File: config.mk
export PLATFORM = sky130hd
export DESIGN_NAME = rtc_planificador
export DESIGN_NICKNAME = d
export VERILOG_FILES = /design/src/rtl/rtc_pkg.sv /design/src/rtl/rtc_temporizador.sv /design/src/rtl/rtc_planificador.sv
export SDC_FILE = /design/constraint.sdc
export NUM_CORES = 1
export LEC_CHECK = 0
export BUFFER_PORTS_ARGS = -buffer_cell sky130_fd_sc_hd__buf_2
export CORE_MARGIN = 2
export CORE_UTILIZATION = 59
export CTS_BUF_LIST = sky130_fd_sc_hd__clkbuf_4 sky130_fd_sc_hd__clkbuf_8
export CTS_CLUSTER_DIAMETER = 30
export DETAILED_ROUTE_END_ITERATION = 12
export PLACE_DENSITY_LB_ADDON = 0.05
export SYNTH_ARGS = -nofsm -noshare
export SYNTH_HDL_FRONTEND = slang
export SYNTH_SLANG_ARGS = --single-unit
File: constraint.sdc
create_clock -name clk_i -period 3.41 [get_ports clk_i]
set_input_delay 0.1705 -clock clk_i [delete_from_list [all_inputs] [get_ports clk_i]]
set_output_delay 0.1705 -clock clk_i [all_outputs]
set_load 0.02 [all_outputs]
File: src/rtl/rtc_pkg.sv
// rtl/rtc_pkg.sv - shared types, tables and defaults for the RTC transaction scheduler
package rtc_pkg;

   // Scheduler states
   typedef enum logic [2:0] {
      ST_INIT,
      ST_IDLE,
      ST_LAUNCH,
      ST_WAIT_FIN,
      ST_GAP
   } state_e;

   // Kind of the transaction currently owning control_salida
   typedef enum logic [1:0] {
      K_INIT,
      K_READ,
      K_USER
   } kind_e;

   typedef struct packed {
      logic [7:0] addr;
      logic [7:0] data;
   } init_entry_t;

   localparam int DEF_REFRESH_CYCLES = 1_000_000;
   localparam int DEF_NUM_REGS       = 6;
   localparam int DEF_TIMEOUT        = 255;

   // Shadow bank size: seg, min, hora, dia, mes, anio
   localparam int MAX_REGS = 6;
   localparam int BW       = $clog2(MAX_REGS);

   // Time/date register addresses, entry 0 is the rightmost
   localparam logic [MAX_REGS-1:0][7:0] REG_ADDR =
      {8'h26, 8'h25, 8'h24, 8'h23, 8'h22, 8'h21};

   // One-time init writes issued after reset, entry 0 first: 0x02<=0x10 then 0x02<=0x00
   localparam int INIT_COUNT = 2;
   localparam int INIT_IW    = (INIT_COUNT > 1) ? $clog2(INIT_COUNT) : 1;
   localparam init_entry_t [INIT_COUNT-1:0] INIT_TABLE = {16'h0200, 16'h0210};

endpackage

File: src/rtl/rtc_temporizador.sv
// rtl/rtc_temporizador.sv - free-running refresh counter with coalescing pending flag
module rtc_temporizador
   import rtc_pkg::*;
#(
   parameter int REFRESH_CYCLES = DEF_REFRESH_CYCLES
) (
   input  logic clk_i,
   input  logic reset_ni,
   input  logic clear_i,
   output logic tick_o
);

   localparam int CW = (REFRESH_CYCLES > 1) ? $clog2(REFRESH_CYCLES) : 1;

   logic [CW-1:0] cnt_q;
   logic          pend_q;
   logic          wrap;

   assign wrap   = (cnt_q == CW'(REFRESH_CYCLES - 1));
   assign tick_o = pend_q;

   // Counter wraps at REFRESH_CYCLES-1; a wrap always wins over a clear so no period is lost
   always_ff @(posedge clk_i or negedge reset_ni) begin
      if (!reset_ni) begin
         cnt_q  <= '0;
         pend_q <= 1'b0;
      end else begin
         cnt_q <= wrap ? '0 : cnt_q + 1'b1;
         if (wrap) begin
            pend_q <= 1'b1;
         end else if (clear_i) begin
            pend_q <= 1'b0;
         end
      end
   end

endmodule

File: src/rtl/rtc_planificador.sv
// rtl/rtc_planificador.sv - sole master of control_salida: init writes, refresh bursts, user writes
module rtc_planificador
   import rtc_pkg::*;
#(
   parameter int REFRESH_CYCLES = DEF_REFRESH_CYCLES,
   parameter int NUM_REGS       = DEF_NUM_REGS,
   parameter int TIMEOUT        = DEF_TIMEOUT
) (
   input  logic       clk_i,
   input  logic       reset_ni,
   input  logic       final_i,
   input  logic [7:0] dato_rd_i,
   input  logic       wr_req_i,
   input  logic [7:0] wr_dir_i,
   input  logic [7:0] wr_dato_i,
   output logic       wr_ack_o,
   output logic       iniciar_o,
   output logic       escribe_o,
   output logic [7:0] direccion_o,
   output logic [7:0] dato_o,
   output logic [7:0] seg_o,
   output logic [7:0] min_o,
   output logic [7:0] hora_o,
   output logic [7:0] dia_o,
   output logic [7:0] mes_o,
   output logic [7:0] anio_o,
   output logic       actualizado_o,
   output logic       ocupado_o,
   output logic       error_o
);

   localparam int TO_W = $clog2(TIMEOUT + 1);

   state_e               state_q, state_d;
   kind_e                kind_q, kind_d;
   logic                 final_q;
   logic [TO_W-1:0]      to_cnt_q;
   logic [INIT_IW-1:0]   init_idx_q, init_idx_d;
   logic [BW-1:0]        burst_idx_q, burst_idx_d;
   logic                 more_q, more_d;
   logic                 escribe_q, escribe_d;
   logic [7:0]           dir_q, dir_d;
   logic [7:0]           dato_q, dato_d;
   logic [7:0]           rd_buf_q [MAX_REGS];
   logic [7:0]           sh_q [MAX_REGS];
   logic                 act_q, ack_q, block_q, error_q, ocupado_q;

   logic                 pend, clr_pend;
   logic                 rise, in_flight, to_hit;
   logic                 ld_txn, ld_shadow, user_done, arb;

   rtc_temporizador #(
      .REFRESH_CYCLES(REFRESH_CYCLES)
   ) u_temporizador (
      .clk_i    (clk_i),
      .reset_ni (reset_ni),
      .clear_i  (clr_pend),
      .tick_o   (pend)
   );

   // Only the rising edge of final matters; a level already high at launch is ignored
   assign rise      = final_i & ~final_q;
   assign in_flight = (state_q == ST_LAUNCH) || (state_q == ST_WAIT_FIN);
   assign to_hit    = (to_cnt_q == TO_W'(TIMEOUT - 1));

   // Next-state: sequencing of init/burst entries and arbitration (user write before refresh)
   always_comb begin
      state_d     = state_q;
      kind_d      = kind_q;
      init_idx_d  = init_idx_q;
      burst_idx_d = burst_idx_q;
      more_d      = more_q;
      escribe_d   = escribe_q;
      dir_d       = dir_q;
      dato_d      = dato_q;
      ld_txn      = 1'b0;
      clr_pend    = 1'b0;
      ld_shadow   = 1'b0;
      user_done   = 1'b0;
      arb         = 1'b0;

      case (state_q)
         ST_INIT: begin
            ld_txn     = 1'b1;
            kind_d     = K_INIT;
            init_idx_d = '0;
            escribe_d  = 1'b1;
            dir_d      = INIT_TABLE[0].addr;
            dato_d     = INIT_TABLE[0].data;
            state_d    = ST_LAUNCH;
         end
         ST_IDLE: arb = 1'b1;
         ST_LAUNCH, ST_WAIT_FIN: begin
            if (rise || to_hit) begin
               state_d = ST_GAP;
               case (kind_q)
                  K_INIT: more_d = (init_idx_q != INIT_IW'(INIT_COUNT - 1));
                  K_READ: begin
                     // A timed-out read abandons the rest of the burst so the snapshot stays coherent
                     more_d    = rise && (burst_idx_q != BW'(NUM_REGS - 1));
                     ld_shadow = rise && (burst_idx_q == BW'(NUM_REGS - 1));
                  end
                  default: begin
                     more_d    = 1'b0;
                     user_done = 1'b1;
                  end
               endcase
            end else begin
               state_d = ST_WAIT_FIN;
            end
         end
         ST_GAP: begin
            if (more_q) begin
               ld_txn  = 1'b1;
               state_d = ST_LAUNCH;
               if (kind_q == K_INIT) begin
                  init_idx_d = init_idx_q + 1'b1;
                  escribe_d  = 1'b1;
                  dir_d      = INIT_TABLE[init_idx_d].addr;
                  dato_d     = INIT_TABLE[init_idx_d].data;
               end else begin
                  burst_idx_d = burst_idx_q + 1'b1;
                  escribe_d   = 1'b0;
                  dir_d       = REG_ADDR[burst_idx_d];
                  dato_d      = '0;
               end
            end else begin
               arb = 1'b1;
            end
         end
         default: state_d = ST_INIT;
      endcase

      if (arb) begin
         if (wr_req_i && !block_q) begin
            ld_txn    = 1'b1;
            kind_d    = K_USER;
            escribe_d = 1'b1;
            dir_d     = wr_dir_i;
            dato_d    = wr_dato_i;
            state_d   = ST_LAUNCH;
         end else if (pend) begin
            ld_txn      = 1'b1;
            kind_d      = K_READ;
            clr_pend    = 1'b1;
            burst_idx_d = '0;
            escribe_d   = 1'b0;
            dir_d       = REG_ADDR[0];
            dato_d      = '0;
            state_d     = ST_LAUNCH;
         end else begin
            state_d = ST_IDLE;
         end
      end
   end

   // FSM state, transaction fields, timeout counter and status flags
   always_ff @(posedge clk_i or negedge reset_ni) begin
      if (!reset_ni) begin
         state_q     <= ST_INIT;
         kind_q      <= K_INIT;
         final_q     <= 1'b0;
         to_cnt_q    <= '0;
         init_idx_q  <= '0;
         burst_idx_q <= '0;
         more_q      <= 1'b0;
         escribe_q   <= 1'b0;
         dir_q       <= '0;
         dato_q      <= '0;
         act_q       <= 1'b0;
         ack_q       <= 1'b0;
         block_q     <= 1'b0;
         error_q     <= 1'b0;
         ocupado_q   <= 1'b0;
      end else begin
         state_q     <= state_d;
         kind_q      <= kind_d;
         final_q     <= final_i;
         init_idx_q  <= init_idx_d;
         burst_idx_q <= burst_idx_d;
         more_q      <= more_d;
         escribe_q   <= escribe_d;
         dir_q       <= dir_d;
         dato_q      <= dato_d;
         act_q       <= ld_shadow;
         ack_q       <= user_done;
         ocupado_q   <= (state_d != ST_IDLE);
         if (ld_txn) begin
            to_cnt_q <= '0;
         end else if (in_flight) begin
            to_cnt_q <= to_cnt_q + 1'b1;
         end
         if (in_flight && !rise && to_hit) begin
            error_q <= 1'b1;
         end
         // A held request is not re-served until the requester drops it
         if (user_done) begin
            block_q <= 1'b1;
         end else if (!wr_req_i) begin
            block_q <= 1'b0;
         end
      end
   end

   // Burst buffer captures each read; shadows load together when the last read lands
   always_ff @(posedge clk_i or negedge reset_ni) begin
      if (!reset_ni) begin
         for (int i = 0; i < MAX_REGS; i++) begin
            rd_buf_q[i] <= '0;
            sh_q[i]     <= '0;
         end
      end else begin
         if (in_flight && rise && (kind_q == K_READ)) begin
            rd_buf_q[burst_idx_q] <= dato_rd_i;
         end
         if (ld_shadow) begin
            for (int i = 0; i < MAX_REGS; i++) begin
               if (i < NUM_REGS) begin
                  sh_q[i] <= (BW'(i) == burst_idx_q) ? dato_rd_i : rd_buf_q[i];
               end
            end
         end
      end
   end

   assign iniciar_o     = in_flight;
   assign escribe_o     = escribe_q;
   assign direccion_o   = dir_q;
   assign dato_o        = dato_q;
   assign wr_ack_o      = ack_q;
   assign actualizado_o = act_q;
   assign ocupado_o     = ocupado_q;
   assign error_o       = error_q;
   assign seg_o         = sh_q[0];
   assign min_o         = sh_q[1];
   assign hora_o        = sh_q[2];
   assign dia_o         = sh_q[3];
   assign mes_o         = sh_q[4];
   assign anio_o        = sh_q[5];

endmodule

==> flow_summary.yaml <==
run_status:
  status: "completed"
synth:
  synth_top_area_share_pct: 58.18
  synth_ff_type: "dfrtp_1"
  ys_warn_count: 0
  synthDistinctLibCells: 57
  netlist_instances: 507
  synth-async-reset-ratio_pct: 100.0
  synth_top_cell_by_area: "dfrtp_1"
  syn_area_mm2: 0.006451
  synth_edf_count: 0
  postSynthAreaPerCell_um2: 12.72
  synthTopCellsByArea: "dfrtp_1 58%, mux2_2 5.8%, mux2_1 4.2%, mux2_4 3.7%, mux2i_1 2.9%"
  yosysSeqAreaShare_pct: 58.18
  synth_seq_cells: 150
  syn_nets: 544
sta:
  fin_skew_ps: 13.04
  final_hold_viol_count: 0
  tns_ps: 0
  rsz0062_at_grt: "false"
  fin_crit_sh_pct: 79.04
  tightest_slew_ps: 930.6
  slew_headroom_pct: 37.96
  finalCriticalPeriod_ps: 2695
  final_max_slew_viol_count: 0
  finalSetupViolations: 0
  fmax_mhz: 371.0
  timing.final.ws_setup_ps: 714.6
setup_path:
  path_max_fanout: 41
  start_kind: "register"
  worst_setup_path_end_kind: "register"
  r2r_slack_ps: 710
  cp.arrival_ps: 3010
  rr_worst_depth: 4
  critical_path_required_ps: 3720
  r2r_start: "state_q[2]$_DFF_PN0_"
  critPathKind: "register to register"
  r2r_end: "anio_o[4]$_DFFE_PN0P_"
detailed_routing:
  wl_per_cell_um: 16.33
  drtAntennaViolNets: 0
  vias: 4326
  drc: 0
  drt_iter0_drc: 213
  drtPass1Iterations: 4
  viasPerCell: 5.575
  wl_mm: 12.67
worst_hold_path:
  holdPathEnd: "rd_buf_q[19]$_DFFE_PN0P_"
  hold_path_class: "input pin to register"
  min_path_cells: 2
  hp-start: "dato_rd_i[3]"
global_routing:
  grt_pass1_wl_mm: 21.11
  first_global_vias: 4219
  antenna_found_initial: 0
  grt_max_degree: 106
  grt_util_all_layers_pct: 23.27
  overflow: 0
cells_and_area:
  final_common_cell: "dfrtp_1"
  diodes: 0
  syn2layout_area_growth_pct: 18.52
  drive_above_1_share_pct: 30.19
  nets: 660
  post-route-util_pct: 71.16
  most-common-layout-cells: "150 x dfrtp_1, 96 x buf_2, 33 x mux2_2"
  nFillCells: 787
  fin_cells: 776
placed_design:
  numPortBuffers: 97
  dpl.cell_count: 725
  post-place-ws_ps: 714.2
  place.gp.congestion: 0.7946
  hpwlAfterDp_mm: 8.391
clocking:
  htreeDepth: 4
  cts_max_path_buffers: 2
  cts_buffers: 17
  cts_tree: "built"
  cts_root_buf: "clkbuf_8"
  cts.clk_slew.worst_paths_ps: 80
  clock_sinks: 150
  clk_latency_ps: 440
power:
  leakage_uw: 0.003917
  swShare_pct: 31.46
  p_int_uw: 3056
  p_comb_share_pct: 20.6
  powerDensity_mw_per_mm2: 583.2
  power_frac_seq_pct: 48.4
  switchingPower_uw: 1403
  ir_drop_mv: 0.4231
  total_power_uw: 4459
  clkPwrFrac_pct: 30.9
job:
  drv_cap: 0
floorplanning:
  die_h_um: 108.6
  start_util_pct: 60.04
  num_io_pins: 98
  die_x_um: 108.6
  core_mm2: 0.01075
  num_rows: 38
  dieArea_mm2: 0.01179
## cell families (layout without fill, tap and decap cells)
kind of cell / count (synthesis) / count (layout) / share of synthesized area [%]
and+or+nand+nor: 128 / 128 / 10.78
muxes: 92 / 92 / 16.62
DFF: 150 / 150 / 58.18
xor gates and xnor gates: 20 / 20 / 2.715
adders and majority gates: 9 / 9 / 1.746
buffers and inverters: 36 / 165 / 2.502
AOI/OAI and AO/OA: 72 / 72 / 7.448
## state kept, by name (all words and copies together), names as in the netlist, 2 cells and up
name	flops
dato_o	8
anio_o	8
hora_o	8
direccion_o	8
min_o	8
u_temporizador.cnt_q	20
state_q	3
dia_o	8
to_cnt_q	8
mes_o	8
kind_q	2
seg_o	8
burst_idx_q	3
rd_buf_q	40
## power by group through the flow
stage,Clock [uW],Sequential (uW),Combinational [uW]
detailed placement,0,2190,903
floorplan,0,2220,557
global route,1480,2190,1020
CTS,1400,2160,928
finish,1380,2160,920
global placement,0,2180,882
## cell usage after synthesis (13+ instances only)
master   number
a22o_1       13
dfrtp_1     150
inv_1        13
mux2_1       24
mux2_2       33
mux2_4       16
mux2i_1      19
nand2_1      32
nand3_1      14
nor2_1       27
o21ai_0      26
## per-stage QoR
step                      hold slack [ps]  cell area (um^2)
final                               84.93              7646
after global routing                85.92              7646
after CTS                           67.75              7646
after detailed placement            323.7              7046
after global placement              312.8              7046
after floorplan                    -125.1              6451
## layer usage
layer | global-route usage [%] | vias to the layer above | routed length (um)
li1 | - | 2034 | -
met1 | 31.96 | 2161 | 5822
met2 | 36.52 | 115 | 6078
met3 | 5.485 | 16 | 593
met4 | 8.242 | 0 | 178
met5 | 0 | - | 0
## critical path: stages (launching register included)
cell and delay [ps]:
dfrtp_1 550, nand2b_4 240, or4_2 1130, buf_4 360, mux2_2 280
## how the worst max path moves through the flow
stage	to	depth (start not counted)	slack, ps	startpoint
after floorplan	rd_buf_q[40]$_DFFE_PN0P_	5	1410	state_q[2]$_DFF_PN0_
after global placement	anio_o[4]$_DFFE_PN0P_	4	790	state_q[2]$_DFF_PN0_
after detailed placement	anio_o[4]$_DFFE_PN0P_	4	710	state_q[2]$_DFF_PN0_
after CTS	anio_o[4]$_DFFE_PN0P_	4	690	state_q[2]$_DFF_PN0_
after global routing	anio_o[3]$_DFFE_PN0P_	4	580	state_q[2]$_DFF_PN0_
final	anio_o[4]$_DFFE_PN0P_	4	710	state_q[2]$_DFF_PN0_
## area by class of cell
class / count / area, um^2 / share of cell area (%)
clock inverters: 10 / 120.1 / 1.571
flip-flops and latches: 150 / 3754 / 49.09
multi-input cells: 321 / 2537 / 33.19
repair buffers: 119 / 716.9 / 9.377
inverters: 14 / 52.55 / 0.6873
clock buffers: 22 / 290.3 / 3.796
well taps: 140 / 175.2 / 2.291
## timing repair
item | 4_1_cts | 5_1_grt
hold endpoints to repair | 122 | 0
setup buffers | 0 | 0
hold buffers | 19 | 0
resized for setup | 0 | 0
Note: power is estimated with default switching activity, not from simulation.
